[src/rtl/write_master_2d.sv]
// AXI4 write master that streams a FWFT FIFO into a 2D (row + stride) memory region.
// One burst in flight at a time; bursts are split at row ends and at 4 KB boundaries.
module write_master_2d #(
  parameter int C_M_AXI_ADDR_WIDTH = 32,
  parameter int C_M_AXI_DATA_WIDTH = 32,
  parameter int C_M_AXI_BURST_LEN  = 64
) (
  input  logic                            clk,
  input  logic                            reset_n,
  input  logic                            i_start,
  input  logic [C_M_AXI_ADDR_WIDTH-1:0]   i_dst_addr,
  input  logic [31:0]                     i_img_width,
  input  logic [31:0]                     i_img_height,
  input  logic [31:0]                     i_img_stride,
  output logic                            o_write_done,
  output logic                            o_error,
  input  logic                            i_fifo_empty,
  input  logic [C_M_AXI_DATA_WIDTH-1:0]   i_fifo_data,
  output logic                            o_fifo_pop,
  output logic [C_M_AXI_ADDR_WIDTH-1:0]   m_axi_awaddr,
  output logic [7:0]                      m_axi_awlen,
  output logic [2:0]                      m_axi_awsize,
  output logic [1:0]                      m_axi_awburst,
  output logic                            m_axi_awvalid,
  input  logic                            m_axi_awready,
  output logic [C_M_AXI_DATA_WIDTH-1:0]   m_axi_wdata,
  output logic [C_M_AXI_DATA_WIDTH/8-1:0] m_axi_wstrb,
  output logic                            m_axi_wlast,
  output logic                            m_axi_wvalid,
  input  logic                            m_axi_wready,
  input  logic [1:0]                      m_axi_bresp,
  input  logic                            m_axi_bvalid,
  output logic                            m_axi_bready
);

  typedef enum logic [1:0] {S_IDLE, S_ADDR, S_DATA, S_RESP} state_t;

  localparam int          AW        = C_M_AXI_ADDR_WIDTH;
  localparam logic [31:0] MAX_BYTES = 32'(C_M_AXI_BURST_LEN * 4);

  state_t        r_state, w_state_next;
  logic [AW-1:0] r_cur_addr, r_line_start, w_new_addr;
  logic [31:0]   r_line_done, r_bytes, r_row, r_width, r_height, r_stride;
  logic [7:0]    r_awlen, r_beat, w_awlen;
  logic          r_done, r_error;
  logic [31:0]   w_new_line_done, w_width_sel, w_rem, w_bnd, w_bytes;
  logic          w_load, w_line_end, w_last_row, w_w_hs, w_b_hs;

  assign m_axi_awaddr  = r_cur_addr;
  assign m_axi_awlen   = r_awlen;
  assign m_axi_awsize  = 3'b010;
  assign m_axi_awburst = 2'b01;
  assign m_axi_wstrb   = '1;
  assign m_axi_wdata   = i_fifo_data;
  assign o_write_done  = r_done;
  assign o_error       = r_error;

  always_comb begin
    w_state_next    = r_state;
    w_load          = 1'b0;
    w_new_addr      = r_cur_addr;
    w_new_line_done = r_line_done;
    w_width_sel     = r_width;
    m_axi_awvalid   = 1'b0;
    m_axi_wvalid    = 1'b0;
    m_axi_wlast     = 1'b0;
    m_axi_bready    = 1'b0;
    w_line_end      = (r_line_done + r_bytes) >= r_width;
    w_last_row      = (r_row == (r_height - 32'd1));

    case (r_state)
      S_IDLE: begin
        w_width_sel     = i_img_width;
        w_new_addr      = i_dst_addr;
        w_new_line_done = 32'd0;
        if (i_start && (i_img_width != 32'd0) && (i_img_height != 32'd0)) begin
          w_state_next = S_ADDR;
          w_load       = 1'b1;
        end
      end
      S_ADDR: begin
        m_axi_awvalid = 1'b1;
        if (m_axi_awready) w_state_next = S_DATA;
      end
      S_DATA: begin
        m_axi_wvalid = !i_fifo_empty;
        m_axi_wlast  = (r_beat == r_awlen);
        if (!i_fifo_empty && m_axi_wready && m_axi_wlast) w_state_next = S_RESP;
      end
      S_RESP: begin
        m_axi_bready = 1'b1;
        if (w_line_end) begin
          w_new_addr      = r_line_start + AW'(r_stride);
          w_new_line_done = 32'd0;
        end else begin
          w_new_addr      = r_cur_addr + AW'(r_bytes);
          w_new_line_done = r_line_done + r_bytes;
        end
        if (m_axi_bvalid) begin
          if (w_line_end && w_last_row) begin
            w_state_next = S_IDLE;
          end else begin
            w_state_next = S_ADDR;
            w_load       = 1'b1;
          end
        end
      end
      default: w_state_next = S_IDLE;
    endcase

    // Handshake outputs are forced low while reset is held so nothing is
    // accepted on the edge that abandons the transfer.
    if (!reset_n) begin
      m_axi_awvalid = 1'b0;
      m_axi_wvalid  = 1'b0;
      m_axi_wlast   = 1'b0;
      m_axi_bready  = 1'b0;
    end
    w_w_hs     = m_axi_wvalid && m_axi_wready;
    w_b_hs     = m_axi_bready && m_axi_bvalid;
    o_fifo_pop = w_w_hs;

    // Next burst size: limited by max burst, bytes left in the row, and the 4 KB page.
    w_rem   = w_width_sel - w_new_line_done;
    w_bnd   = 32'h1000 - 32'(w_new_addr[11:0]);
    w_bytes = MAX_BYTES;
    if (w_rem < w_bytes) w_bytes = w_rem;
    if (w_bnd < w_bytes) w_bytes = w_bnd;
    w_awlen = w_bytes[9:2] - 8'd1;
  end

  always_ff @(posedge clk) begin
    if (!reset_n) begin
      r_state      <= S_IDLE;
      r_cur_addr   <= '0;
      r_line_start <= '0;
      r_line_done  <= '0;
      r_bytes      <= '0;
      r_row        <= '0;
      r_width      <= '0;
      r_height     <= '0;
      r_stride     <= '0;
      r_awlen      <= '0;
      r_beat       <= '0;
      r_done       <= 1'b0;
      r_error      <= 1'b0;
    end else begin
      r_state <= w_state_next;
      if (r_state == S_IDLE && i_start) begin
        // A zero-sized request completes immediately without any AXI traffic.
        r_done  <= !w_load;
        r_error <= 1'b0;
        if (w_load) begin
          r_line_start <= i_dst_addr;
          r_row        <= '0;
          r_width      <= i_img_width;
          r_height     <= i_img_height;
          r_stride     <= i_img_stride;
        end
      end
      if (w_load || w_b_hs) begin
        r_cur_addr  <= w_new_addr;
        r_line_done <= w_new_line_done;
      end
      if (w_load) begin
        r_bytes <= w_bytes;
        r_awlen <= w_awlen;
        r_beat  <= '0;
      end
      if (w_w_hs) r_beat <= r_beat + 8'd1;
      if (w_b_hs) begin
        if (m_axi_bresp != 2'b00) r_error <= 1'b1;
        if (w_line_end) begin
          r_line_start <= w_new_addr;
          r_row        <= r_row + 32'd1;
        end
        if (w_state_next == S_IDLE) r_done <= 1'b1;
      end
    end
  end

endmodule

[config.mk]
export PLATFORM = sky130hd
export DESIGN_NAME = write_master_2d
export DESIGN_NICKNAME = d
export VERILOG_FILES = /design/src/rtl/write_master_2d.sv
export SDC_FILE = /design/constraint.sdc
export NUM_CORES = 1
export LEC_CHECK = 0
export BUFFER_PORTS_ARGS = -buffer_cell sky130_fd_sc_hd__clkbuf_2
export CORE_MARGIN = 10
export CORE_UTILIZATION = 40
export CTS_CLUSTER_DIAMETER = 150
export DETAILED_ROUTE_END_ITERATION = 10
export GPL_TIMING_DRIVEN = 0
export PLACE_DENSITY = 0.6
export SKIP_CTS_REPAIR_TIMING = 1
export SLEW_MARGIN = 10
export SYNTH_ARGS = -nofsm -noshare
export SYNTH_HDL_FRONTEND = slang
export SYNTH_SLANG_ARGS = --single-unit
[constraint.sdc]
create_clock -name clk -period 25.1 [get_ports clk]
set_clock_uncertainty 0.05 [all_clocks]
set_input_delay 5.02 -clock clk [delete_from_list [all_inputs] [get_ports clk]]
set_output_delay 5.02 -clock clk [all_outputs]
set_load 0.05 [all_outputs]
==> results.sh <==
export IMPL_status="finished, final reports clean"
export IMPL_crit_arrival_ns=15.05
export IMPL_hold_viol_final=0
export IMPL_finalNetCount=3570
export IMPL_worstPathRequired_ns=25.53
export IMPL_reg2reg_depth=52
export IMPL_tightest_slew_ns=1.163
export IMPL_dieArea_um2=64510
export IMPL_cts_clk_slew_worst_paths_ns=0.05
export IMPL_synthMuxAreaShare_pct=1.503
export IMPL_gp_congestion=0.9573
export IMPL_crit_slowest_cell="a221oi_2"
export IMPL_cp_max_fo=10
export IMPL_wl_per_cell_um=22.63
export IMPL_start_util_pct=40.53
export IMPL_syn_area_per_cell_um2=7.408
export IMPL_min_from="r_width[16]$_SDFFE_PN0P_"
export IMPL_timing_rr_end="m_axi_awlen[6]$_SDFFE_PN0P_"
export IMPL_wl_mm=89.10
export IMPL_tns_ns=0
export IMPL_startpoint_type="register"
export IMPL_slowest_delay_ns=0.71
export IMPL_seq_area_frac_synth_pct=25.23
export IMPL_intPower_mw=1.103
export IMPL_ys_ff_latch=276
export IMPL_layout_min_cycle_time_ns=14.62
export IMPL_crit_family="compound AO/OA/AOI/OAI gates"
export IMPL_synth_yosys_warnings=0
export IMPL_dp_hpwl_mm=71.41
export IMPL_place_ws_ns=10.84
export IMPL_sw_frac_of_total_pct=45.07
export IMPL_slew_viol_final=0
export IMPL_netlist_area_um2=21900
export IMPL_multi_input_area_um2=15150
export IMPL_synth_compound_area_share_pct=27.10
export IMPL_ys_flop_type="dfxtp_1"
export IMPL_min_path_type="reg2reg"
export IMPL_min_period_over_period_pct=58.23
export IMPL_final_fill_count=5618
export IMPL_p_comb_share_pct=47.7
export IMPL_synth_xor_area_share_pct=6.359
export IMPL_reg2reg_from="r_bytes[0]$_SDFFE_PN0P_"
export IMPL_clock_latency_ns=0.56
export IMPL_leakagePower_nw=10.35
export IMPL_end_kind="register"
export IMPL_seq_area_um2=5525
export IMPL_whs_path_depth=2
export IMPL_grt_antenna_before_repair=2
export IMPL_vias=23324
export IMPL_yosys_area_share_simple_pct=23.40
export IMPL_critPathBufInv=5
export IMPL_grt_max_degree=13
export IMPL_diodes=0
export IMPL_max_freq_mhz=68.41
export IMPL_setup_viol=0
export IMPL_grt_pass1_wl_mm=132.5
export IMPL_p_seq_share_pct=26.3
export IMPL_synth_edf_count=0
export IMPL_cts_buffer_depth=3
export IMPL_io_buffers=214
export IMPL_root_buffer="clkbuf_16"
export IMPL_slew_headroom_pct=22.11
export IMPL_fp_row_count=85
export IMPL_p_sw_mw=0.9049
export IMPL_grt_use_total_pct=26.60
export IMPL_syn2layout_area_growth_pct=14.38
export IMPL_synth_top_family_by_area="compound AO/OA/AOI/OAI gates"
export IMPL_gr_total_overflow=0
export IMPL_io_pins=257
export IMPL_numCtsBuffers=36
export IMPL_dr_pass1_iters=6
export IMPL_path_class="reg2reg"
export IMPL_rsz0062_at_grt="false"
export IMPL_power_density_nw_per_um2=80.17
export IMPL_tritoncts="yes"
export IMPL_ys_types=92
export IMPL_viasPerCell=5.924
export IMPL_design_core_area_um2=54030
export IMPL_fin_ws_ns=10.48
export IMPL_min_to="r_width[16]$_SDFFE_PN0P_"
export IMPL_vdd_drop_max_mv=0.04974
export IMPL_grt_pass1_vias=22337
export IMPL_async_flop_share_pct=0
export IMPL_drc_errors=0
export IMPL_die_h_um=254.0
export IMPL_utilization_pct=46.36
export IMPL_rrSetupSlack_ns=10.48
export IMPL_cts_sinks=276
export IMPL_power_frac_clock_pct=26.0
export IMPL_drtIter0Drc=1915
export IMPL_cap_violations=0
export IMPL_die_w_um=254.0
export IMPL_drive_gt1_share_pct=12.43
export IMPL_synth_adder_area_share_pct=10.54
export IMPL_h_tree_depth=2
export IMPL_ant_nets=0
export IMPL_synthCells=2956
## flip-flops by register name (all words and copies together), names as in the netlist
register      cells
m_axi_awaddr     32
m_axi_awlen       8
o_error           1
o_write_done      1
r_beat            8
r_bytes          32
r_height         32
r_line_done      32
r_line_start     32
r_row            32
r_state           2
r_stride         32
r_width          32
## kinds of logic (layout without fill, tap and decap cells)
logic type	count (synthesis)	after routing
flops	276	276
mux	32	32
xor+xnor	159	159
other cells	2	13
compound gates	926	926
buf+inv	275	549
simple gates	1104	1104
fa+ha+maj	182	182
## worst max-delay path by stage
stage / from / endpoint / slack (ns) / cells past startpoint
after global placement: r_bytes[0]$_SDFFE_PN0P_ / m_axi_awlen[6]$_SDFFE_PN0P_ / 10.88 / 52
after floorplan: reset_n / m_axi_wlast / 13.48 / 3
after global routing: r_bytes[0]$_SDFFE_PN0P_ / m_axi_awlen[6]$_SDFFE_PN0P_ / 9.67 / 53
final: r_bytes[0]$_SDFFE_PN0P_ / m_axi_awlen[6]$_SDFFE_PN0P_ / 10.48 / 52
after CTS: r_bytes[0]$_SDFFE_PN0P_ / m_axi_awlen[6]$_SDFFE_PN0P_ / 10.80 / 52
after detailed placement: r_bytes[0]$_SDFFE_PN0P_ / m_axi_awlen[6]$_SDFFE_PN0P_ / 10.84 / 52
## power by group through the flow
stage | combinational, mW | sequential, mW | clock, mW
3_3_place_gp | 0.925 | 0.536 | 0
3_5_place_dp | 0.936 | 0.537 | 0
2_1_floorplan | 0.612 | 0.560 | 0
6_report | 0.958 | 0.528 | 0.522
4_1_cts | 0.940 | 0.527 | 0.530
5_1_grt | 1.04 | 0.531 | 0.550
## synthesized netlist by cell type, drive strengths merged (62+ instances only)
cell type	n	share of area, %
a21oi	305	7.1
o21ai	205	4.8
dfxtp	276	25
nor3	64	1.5
ha	178	10
inv	83	1.4
clkbuf	102	1.7
nand3	62	1.4
buf	89	2.6
nand2	467	8.0
a211oi	78	2.8
nor2	243	4.2
xnor2	102	4.1
## worst reg2reg max path, delay by kind of cell (launching register included)
family	cells	cell delay [ns]
adders and majority gates	6	2.04
DFF	1	0.42
buffers and inverters	5	1.56
and+or+nand+nor	16	4.12
AOI/OAI and AO/OA	24	5.94
xor gates and xnor gates	1	0.39
## placed cells by master (no fill, tap or decap), types with 12 or more instances in the layout
cell type / count
clkbuf_1: 109
nor3_1: 61
a311oi_1: 17
xor2_1: 57
o21ai_1: 20
nor4_1: 32
o21bai_1: 16
nor3b_1: 12
o21ai_0: 182
nand4_1: 32
a21o_1: 55
and2_1: 19
nand2b_1: 32
xnor2_1: 102
o21a_1: 21
clkbuf_2: 214
nand3_1: 62
a211oi_1: 72
mux2i_1: 25
a22oi_1: 47
a31oi_1: 25
inv_1: 83
o211ai_1: 23
dfxtp_1: 276
a21oi_1: 301
buf_2: 28
nand2_1: 466
clkbuf_16: 37
nor2_1: 241
and3_1: 57
buf_4: 48
ha_1: 178
conb_1: 13
nand3b_1: 13
a211o_1: 15
nor2b_1: 19
## routing by layer
metal  track usage [%]  wire (um)  vias to the layer above  part of all wire [%]
met5                 0         13                        -                 0.015
met4             9.372       3134                        2                   3.5
met3             5.098       6479                      177                   7.3
met2             45.10      42100                      817                    47
met1             33.03      37380                    11134                    42
li1                  -          -                    11194                     -
## through the flow
| stage | instance area (um^2) | total power [mW] | hold slack (ns) | std cells |
|---|---|---|---|---|
| floorplan | 21940 | 1.173 | 0.3814 | 2967 |
| global placement | 23880 | 1.461 | 0.3901 | 3877 |
| detailed placement | 23880 | 1.472 | 0.3968 | 3877 |
| CTS | 25040 | 1.997 | 0.4047 | 3937 |
| global route | 25050 | 2.119 | 0.4155 | 3937 |
| finish | 25050 | 2.008 | 0.4040 | 3937 |
## final cells by class
type	instances	area share, %
inverter	84	1.259
tap	696	3.477
sequential	276	22.06
multi-input combinational	2416	60.48
buffer	191	3.842
timing repair buffer	214	4.276
clock buffer	52	4.241
clock inverter	8	0.3697
Power figures use the tool's default switching activity.
